--- src/rtl/seg_scan_ctrl.sv ---
// seg_scan_ctrl
//   Time-multiplexed scan controller for a multi-digit 7-segment display.
//   Slot timing comes from a cycle counter on clk_in (no derived clocks).
//   Each digit slot is DIV = CLK_HZ/REFRESH_HZ cycles long: BLANK_CYCLES with
//   all anodes off (anti-ghosting gap), then the remainder driving one anode.
//   Display data is double-buffered: load captures into a pending buffer,
//   which is copied to the active buffer at the end of the last digit slot.
//
// Ports
//   clk_in      in   system clock
//   reset       in   asynchronous, active-high reset
//   digits_in   in   hex nibble per digit, digit k = [4k+3:4k]
//   dp_in       in   decimal point per digit, 1 = lit
//   digit_en    in   1 = digit displayed, 0 = kept dark
//   load        in   1-cycle strobe, captures the three inputs above
//   bright      in   (SEG_DIM_EN only) 4-bit brightness, sampled at BLANK->DRIVE
//   anode       out  active-low digit select (at most one low)
//   cathode     out  active-low segments {g,f,e,d,c,b,a}
//   dp_n        out  active-low decimal point
//   frame_done  out  1-cycle pulse on the last DRIVE cycle of the last digit
//
// Build option
//   SEG_DIM_EN  adds the bright input; the anode is held low only for the first
//               ((bright+1)*(DIV-BLANK_CYCLES))/16 cycles of each DRIVE phase.
//
// Assumes 1 <= BLANK_CYCLES < DIV.
//
// state    | meaning
// ---------+-----------------------------------------------------------
// ST_BLANK | all anodes off; cathode/dp_n already show the new digit
// ST_DRIVE | anode of the current digit low (if enabled / within dim time)

module seg_scan_ctrl #(
  parameter int CLK_HZ       = 100000000,
  parameter int REFRESH_HZ   = 480,
  parameter int NUM_DIGITS   = 8,
  parameter int BLANK_CYCLES = 1000
) (
  input  logic                    clk_in,
  input  logic                    reset,
  input  logic [4*NUM_DIGITS-1:0] digits_in,
  input  logic [NUM_DIGITS-1:0]   dp_in,
  input  logic [NUM_DIGITS-1:0]   digit_en,
  input  logic                    load,
`ifdef SEG_DIM_EN
  input  logic [3:0]              bright,
`endif
  output logic [NUM_DIGITS-1:0]   anode,
  output logic [6:0]              cathode,
  output logic                    dp_n,
  output logic                    frame_done
);

  localparam int DIV          = CLK_HZ / REFRESH_HZ;
  localparam int DRIVE_CYCLES = DIV - BLANK_CYCLES;
  localparam int CW           = $clog2(DIV + 1);
  localparam int IW           = (NUM_DIGITS > 1) ? $clog2(NUM_DIGITS) : 1;

  localparam logic [CW-1:0] BLANK_LAST = CW'(BLANK_CYCLES - 1);
  localparam logic [CW-1:0] SLOT_LAST  = CW'(DIV - 1);
  localparam logic [CW-1:0] FD_PRE     = CW'(DIV - 2);
  localparam logic [IW-1:0] IDX_LAST   = IW'(NUM_DIGITS - 1);

  typedef enum logic {ST_BLANK, ST_DRIVE} state_t;

  state_t                  state;
  logic [CW-1:0]           slot_cnt;
  logic [IW-1:0]           idx;

  logic [4*NUM_DIGITS-1:0] pend_dig, act_dig;
  logic [NUM_DIGITS-1:0]   pend_dp,  act_dp;
  logic [NUM_DIGITS-1:0]   pend_en,  act_en;

  logic                    frame_end;
  logic [4*NUM_DIGITS-1:0] pend_dig_nx, act_dig_nx;
  logic [NUM_DIGITS-1:0]   pend_dp_nx,  act_dp_nx;
  logic [NUM_DIGITS-1:0]   pend_en_nx,  act_en_nx;
  logic [IW-1:0]           idx_nx;
  logic [3:0]              nib_nx;
  logic                    dp_nx;
  logic [NUM_DIGITS-1:0]   sel_n;

`ifdef SEG_DIM_EN
  logic [CW-1:0]           on_len;
  logic [CW-1:0]           on_len_nx;
`endif

  function automatic logic [6:0] seg_decode(input logic [3:0] nib);
    logic [6:0] seg;
    case (nib)
      4'h0: seg = 7'b1000000;
      4'h1: seg = 7'b1111001;
      4'h2: seg = 7'b0100100;
      4'h3: seg = 7'b0110000;
      4'h4: seg = 7'b0011001;
      4'h5: seg = 7'b0010010;
      4'h6: seg = 7'b0000010;
      4'h7: seg = 7'b1111000;
      4'h8: seg = 7'b0000000;
      4'h9: seg = 7'b0010000;
      4'hA: seg = 7'b0001000;
      4'hB: seg = 7'b0000011;
      4'hC: seg = 7'b1000110;
      4'hD: seg = 7'b0100001;
      4'hE: seg = 7'b0000110;
      default: seg = 7'b0001110;
    endcase
    return seg;
  endfunction

  // The cathode for the next slot is decoded from the buffer contents as they
  // will be after this edge, so a load on the frame_done cycle shows up in
  // the very next slot 0.
  always_comb begin
    frame_end   = (state == ST_DRIVE) && (slot_cnt == SLOT_LAST) && (idx == IDX_LAST);
    pend_dig_nx = load ? digits_in : pend_dig;
    pend_dp_nx  = load ? dp_in     : pend_dp;
    pend_en_nx  = load ? digit_en  : pend_en;
    act_dig_nx  = frame_end ? pend_dig_nx : act_dig;
    act_dp_nx   = frame_end ? pend_dp_nx  : act_dp;
    act_en_nx   = frame_end ? pend_en_nx  : act_en;
    idx_nx      = (idx == IDX_LAST) ? '0 : idx + 1'b1;
    nib_nx      = act_dig_nx[{idx_nx, 2'b00} +: 4];
    dp_nx       = act_dp_nx[idx_nx];
    sel_n       = ~(NUM_DIGITS'(1) << idx);
  end

`ifdef SEG_DIM_EN
  always_comb begin
    on_len_nx = CW'(((int'(bright) + 1) * DRIVE_CYCLES) / 16);
  end
`endif

  always_ff @(posedge clk_in or posedge reset) begin
    if (reset) begin
      state      <= ST_BLANK;
      slot_cnt   <= '0;
      idx        <= '0;
      pend_dig   <= '0;
      pend_dp    <= '0;
      pend_en    <= '0;
      act_dig    <= '0;
      act_dp     <= '0;
      act_en     <= '0;
      anode      <= '1;
      cathode    <= 7'h7F;
      dp_n       <= 1'b1;
      frame_done <= 1'b0;
`ifdef SEG_DIM_EN
      on_len     <= '0;
`endif
    end else begin
      pend_dig <= pend_dig_nx;
      pend_dp  <= pend_dp_nx;
      pend_en  <= pend_en_nx;
      act_dig  <= act_dig_nx;
      act_dp   <= act_dp_nx;
      act_en   <= act_en_nx;

      // High during the cycle whose count is SLOT_LAST on the last digit;
      // in BLANK this only matches when DRIVE is a single cycle long.
      frame_done <= (idx == IDX_LAST) && (slot_cnt == FD_PRE);

      case (state)
        ST_BLANK: begin
          anode    <= '1;
          slot_cnt <= slot_cnt + 1'b1;
          if (slot_cnt == BLANK_LAST) begin
            state <= ST_DRIVE;
`ifdef SEG_DIM_EN
            on_len <= on_len_nx;
            anode  <= (act_en[idx] && (on_len_nx != '0)) ? sel_n : '1;
`else
            anode  <= act_en[idx] ? sel_n : '1;
`endif
          end
        end
        ST_DRIVE: begin
          if (slot_cnt == SLOT_LAST) begin
            state    <= ST_BLANK;
            slot_cnt <= '0;
            idx      <= idx_nx;
            anode    <= '1;
            cathode  <= seg_decode(nib_nx);
            dp_n     <= ~dp_nx;
          end else begin
            slot_cnt <= slot_cnt + 1'b1;
`ifdef SEG_DIM_EN
            // Next cycle's DRIVE position is past the lit window: go dark.
            if ((int'(slot_cnt) + 1 - BLANK_CYCLES) >= int'(on_len))
              anode <= '1;
`endif
          end
        end
        default: begin
          state    <= ST_BLANK;
          slot_cnt <= '0;
          anode    <= '1;
        end
      endcase
    end
  end

endmodule

--- config.mk ---
export PLATFORM = sky130hd
export DESIGN_NAME = seg_scan_ctrl
export DESIGN_NICKNAME = d
export VERILOG_FILES = /design/src/rtl/seg_scan_ctrl.sv
export SDC_FILE = /design/constraint.sdc
export NUM_CORES = 1
export LEC_CHECK = 0
export ABC_AREA = 1
export CAP_MARGIN = 20
export CORE_MARGIN = 10
export CORE_UTILIZATION = 30
export DETAILED_ROUTE_END_ITERATION = 8
export DONT_BUFFER_PORTS = 1
export GPL_TIMING_DRIVEN = 1
export PLACE_DENSITY = 0.44
export SYNTH_ARGS = -nofsm -noshare
export SYNTH_HDL_FRONTEND = slang
export SYNTH_SLANG_ARGS = --single-unit
export TNS_END_PERCENT = 5
--- constraint.sdc ---
create_clock -name clk_in -period 5.14 [get_ports clk_in]
set_clock_uncertainty 0.1 [all_clocks]
set_input_delay 0 -clock clk_in [delete_from_list [all_inputs] [get_ports clk_in]]
set_output_delay 0 -clock clk_in [all_outputs]
set_load 0.03 [all_outputs]
==> impl_metrics.json <==
{
  "run_status": "completed",
  "clock_latency_reported_for_the_late_side_of_the_worst_skew_pair_ns": 0.43,
  "finalCoreUtilization_pct": 38.7,
  "post-route-min-period_ns": 3.29,
  "cp.required_ns": 5.38,
  "remaining_drc_errors": 0,
  "post_synth_instance_area_sq_um": 6570,
  "coreArea_sq_um": 21700,
  "initial_utilization_pct": 30.3,
  "ys_warn_count": 0,
  "syn_inst": 800,
  "post-synth-top-count-cell": "sky130_fd_sc_hd__nand2_1",
  "post_synth_main_area_contributors": "sky130_fd_sc_hd__dfrtp_1 (45%), sky130_fd_sc_hd__nand2_1 (15%), sky130_fd_sc_hd__dfstp_2 (6.4%)",
  "dp_cells": 1056,
  "sequential_power_share_pct": 42.3,
  "endpoint_kind": "register",
  "synth_seq_cells": 135,
  "port_buffers": 0,
  "clock_pin_slew_of_the_registers_on_the_worst_case_setup_and_hold_paths_ns": 0.06,
  "grt_usage_pct": 12.6,
  "max_slew.worst_pin.slew_ns": 0.760,
  "antenna_cells_inserted": 0,
  "drt_first_pass_iters": 4,
  "path_common_cell": "sky130_fd_sc_hd__nand2_1",
  "detail_route.wirelength_microns": 17200,
  "number_of_standard_cells_in_the_layout_taps_in_and_fillers_out": 1177,
  "synth-edff-count": 0,
  "root_buffer": "sky130_fd_sc_hd__clkbuf_16",
  "synth-seq-area-share_pct": 51.7,
  "maxSlewViolCount": 0,
  "grt_max_degree": 79,
  "slowest_stage_cell_on_the_critical_path": "sky130_fd_sc_hd__dfrtp_1",
  "rrSetupSlack_ns": 1.85,
  "route.antenna.remaining_nets": 0,
  "r2r_cells": 20,
  "drt-initial-drc-count": 380,
  "die-width_microns": 168,
  "comb_power_share_pct": 5.7,
  "leakage_nw": 3.95,
  "route.detailed.vias_per_inst": 4.44,
  "dp_hpwl_microns": 11500,
  "detailroute.via_count": 5223,
  "setup_total_negative_slack_ns": 0,
  "yosys_most_used_dff": "sky130_fd_sc_hd__dfrtp_1",
  "dieArea_sq_um": 28200,
  "area.growth.synth_to_final_pct": 27.7,
  "setup_viol_count_final": 0,
  "nNetsFinal": 950,
  "grt_pass1_wl_microns": 28900,
  "cts_htree_levels": 4,
  "slew_headroom_pct": 49.3,
  "numClockSinks": 135,
  "design_power_total_mw": 2.62,
  "global_route.overflow_total": 0,
  "ioPinCount": 68,
  "path_cells": "inv_1 -> ha_1 -> nand2_1 -> inv_1 -> nand3_2 -> nor2_8 -> nand3_4 -> clkinv_1 -> buf_4 -> nand2_1 -> nand3_1 -> nand2_1 -> nand3_1 -> nand2_1 -> ha_1 -> nand3b_1 -> nand3_1 -> nand2_1 -> nand2_1 -> nand2_1",
  "post_synth_arst_share_pct": 100,
  "p_per_area_nw_per_um2": 312,
  "postCtsResizedCells": 0,
  "crit_path_max_fanout": 24,
  "critical_path.reg2reg.startpoint": "slot_cnt[0]$_DFF_PP0_",
  "route.detailed.wl_per_inst_microns": 14.6,
  "synthDominantAreaCellType": "sky130_fd_sc_hd__dfrtp_1",
  "category_of_the_most_critical_setup_path": "reg -> reg",
  "internal_power_mw": 2.08,
  "power.switching_fraction_pct": 20.5,
  "max-vdd-ir-drop_uv": 150,
  "place_area_sq_um": 6830,
  "post_synthesis_net_count": 865,
  "report.final.hold_viol_count": 0,
  "cp.arrival_ns": 3.53,
  "timing.fmax_mhz": 304,
  "antenna_found_initial": 0,
  "setup.worst_path.end": "cathode[0]$_DFFE_PP1P_",
  "timing.max_cap.violations": 0,
  "grt_pass1_vias": 5362,
  "min_delay_path_class": "in -> async",
  "slowest_delay_ns": 0.41,
  "yosys.cell_types.count": 37,
  "cts_tree": "built",
  "synth.top_cells.by_count": "sky130_fd_sc_hd__nand2_1 (255), sky130_fd_sc_hd__dfrtp_1 (119), sky130_fd_sc_hd__inv_1 (91)",
  "site_rows": 54,
  "switching_power_uw": 537,
  "max_buffers_root_to_sink": 2,
  "finalCritPeriodShare_pct": 63.9,
  "clockPowerShare_pct": 52.1,
  "beginning_of_the_critical_path": "slot_cnt[0]$_DFF_PP0_",
  "synth_area_per_cell_sq_um": 8.22,
  "cts-buffers-inserted": 17,
  "chipHeight_microns": 168,
  "share_of_layout_cells_above_drive_strength_1_pct": 10.6,
  "type_of_origin_of_the_critical_path": "register",
  "post-route-cell-area_sq_um": 8390,
  "synthDominantCellAreaShare_pct": 45.3,
  "gpl.final_weighted_congestion": 0.777,
  "timing.rr.end": "cathode[0]$_DFFE_PP1P_",
  "rsz0062_at_grt": "false"
}
==> layout by cell type (no fill, tap or decap), types with 17 or more instances in the layout <==
| cell | count |
|---|---|
| sky130_fd_sc_hd__nand4_1 | 20 |
| sky130_fd_sc_hd__nand2_1 | 255 |
| sky130_fd_sc_hd__dfrtp_1 | 119 |
| sky130_fd_sc_hd__or2_2 | 21 |
| sky130_fd_sc_hd__nand3b_1 | 19 |
| sky130_fd_sc_hd__clkbuf_16 | 17 |
| sky130_fd_sc_hd__o21ai_0 | 47 |
| sky130_fd_sc_hd__nor2_1 | 52 |
| sky130_fd_sc_hd__inv_1 | 90 |
| sky130_fd_sc_hd__dlygate4sd3_1 | 89 |
| sky130_fd_sc_hd__nand3_1 | 46 |
==> flip-flops by register name (all words and copies together) (netlist names), 7 cells and up <==
signal    flops
act_dp        8
pend_dp       8
act_en        8
pend_dig     32
pend_en       8
slot_cnt     18
act_dig      32
cathode       7
anode         8
==> how the worst min path moves through the flow <==
stage                 start                    end  slack [ns]  depth (start not counted)
6_report              reset  pend_dig[0]$_DFF_PP0_        0.11                          2
5_1_grt               reset  pend_dig[0]$_DFF_PP0_        0.18                          2
4_1_cts               reset  pend_dig[9]$_DFF_PP0_        0.14                          2
3_5_place_dp          reset  pend_dig[9]$_DFF_PP0_       -0.04                          1
3_3_place_gp          reset  pend_dig[9]$_DFF_PP0_       -0.04                          1
2_1_floorplan  digits_in[0]  pend_dig[0]$_DFF_PP0_        0.03                          2
==> metrics by stage <==
stage	setup slack (ns)	hold slack, ns
2_1_floorplan	1.46	0.0319
3_3_place_gp	1.90	-0.0417
3_5_place_dp	1.87	-0.0399
4_1_cts	1.85	0.140
5_1_grt	1.52	0.176
6_report	1.85	0.110
==> what timing repair did <==
item / CTS / global route
endpoints found under the setup margin: 0 / 0
setup buffers: 0 / 0
endpoints found under the hold margin: 173 / 0
hold buffers: 90 / 0
==> critical path: cells and delay by family (launching register included) <==
kind,cells,cell delay (ns)
adder cells (fa/ha/maj),2,0.48
buffers and inverters,4,0.52
flip-flops,1,0.41
AND/OR/NAND/NOR,14,1.68
==> power by group through the flow <==
| stage | combinational (mW) | clock, mW | sequential [mW] |
|---|---|---|---|
| 6_report | 0.148 | 1.36 | 1.11 |
| 3_5_place_dp | 0.0842 | 0 | 1.12 |
| 5_1_grt | 0.171 | 1.45 | 1.11 |
| 2_1_floorplan | 0.0649 | 0 | 1.12 |
| 4_1_cts | 0.152 | 1.40 | 1.11 |
| 3_3_place_gp | 0.0837 | 0 | 1.12 |
==> kinds of logic (layout without fill, tap and decap cells) <==
| kind of cell | count (synthesis) | count (layout) | synth area share, % |
|---|---|---|---|
| AO/OA/AOI/OAI | 75 | 75 | 6.22 |
| adder cells (fa/ha/maj) | 14 | 14 | 2.66 |
| XOR/XNOR | 6 | 6 | 0.799 |
| flip-flops | 135 | 135 | 51.7 |
| buffers and inverters | 126 | 223 | 7.69 |
| multiplexers | 4 | 4 | 0.609 |
| AND/OR/NAND/NOR | 440 | 440 | 30.3 |
==> area by class of cell <==
| type | instances | area (sq um) |
|---|---|---|
| clock buffers | 23 | 488 |
| clock inverters | 8 | 168 |
| fillers | 2193 | 13300 |
| inverters | 97 | 369 |
| multi-input cells | 539 | 2670 |
| flip-flops and latches | 135 | 3400 |
| well taps | 280 | 350 |
| repair buffers | 95 | 948 |
==> metal layers <==
layer,part of all wire (%),GRT usage (%)
met2,45,19.1
met5,0,0
met1,51,17.2
met3,3.3,3.10
met4,0.90,3.63
(Power assumes the default switching activity.)
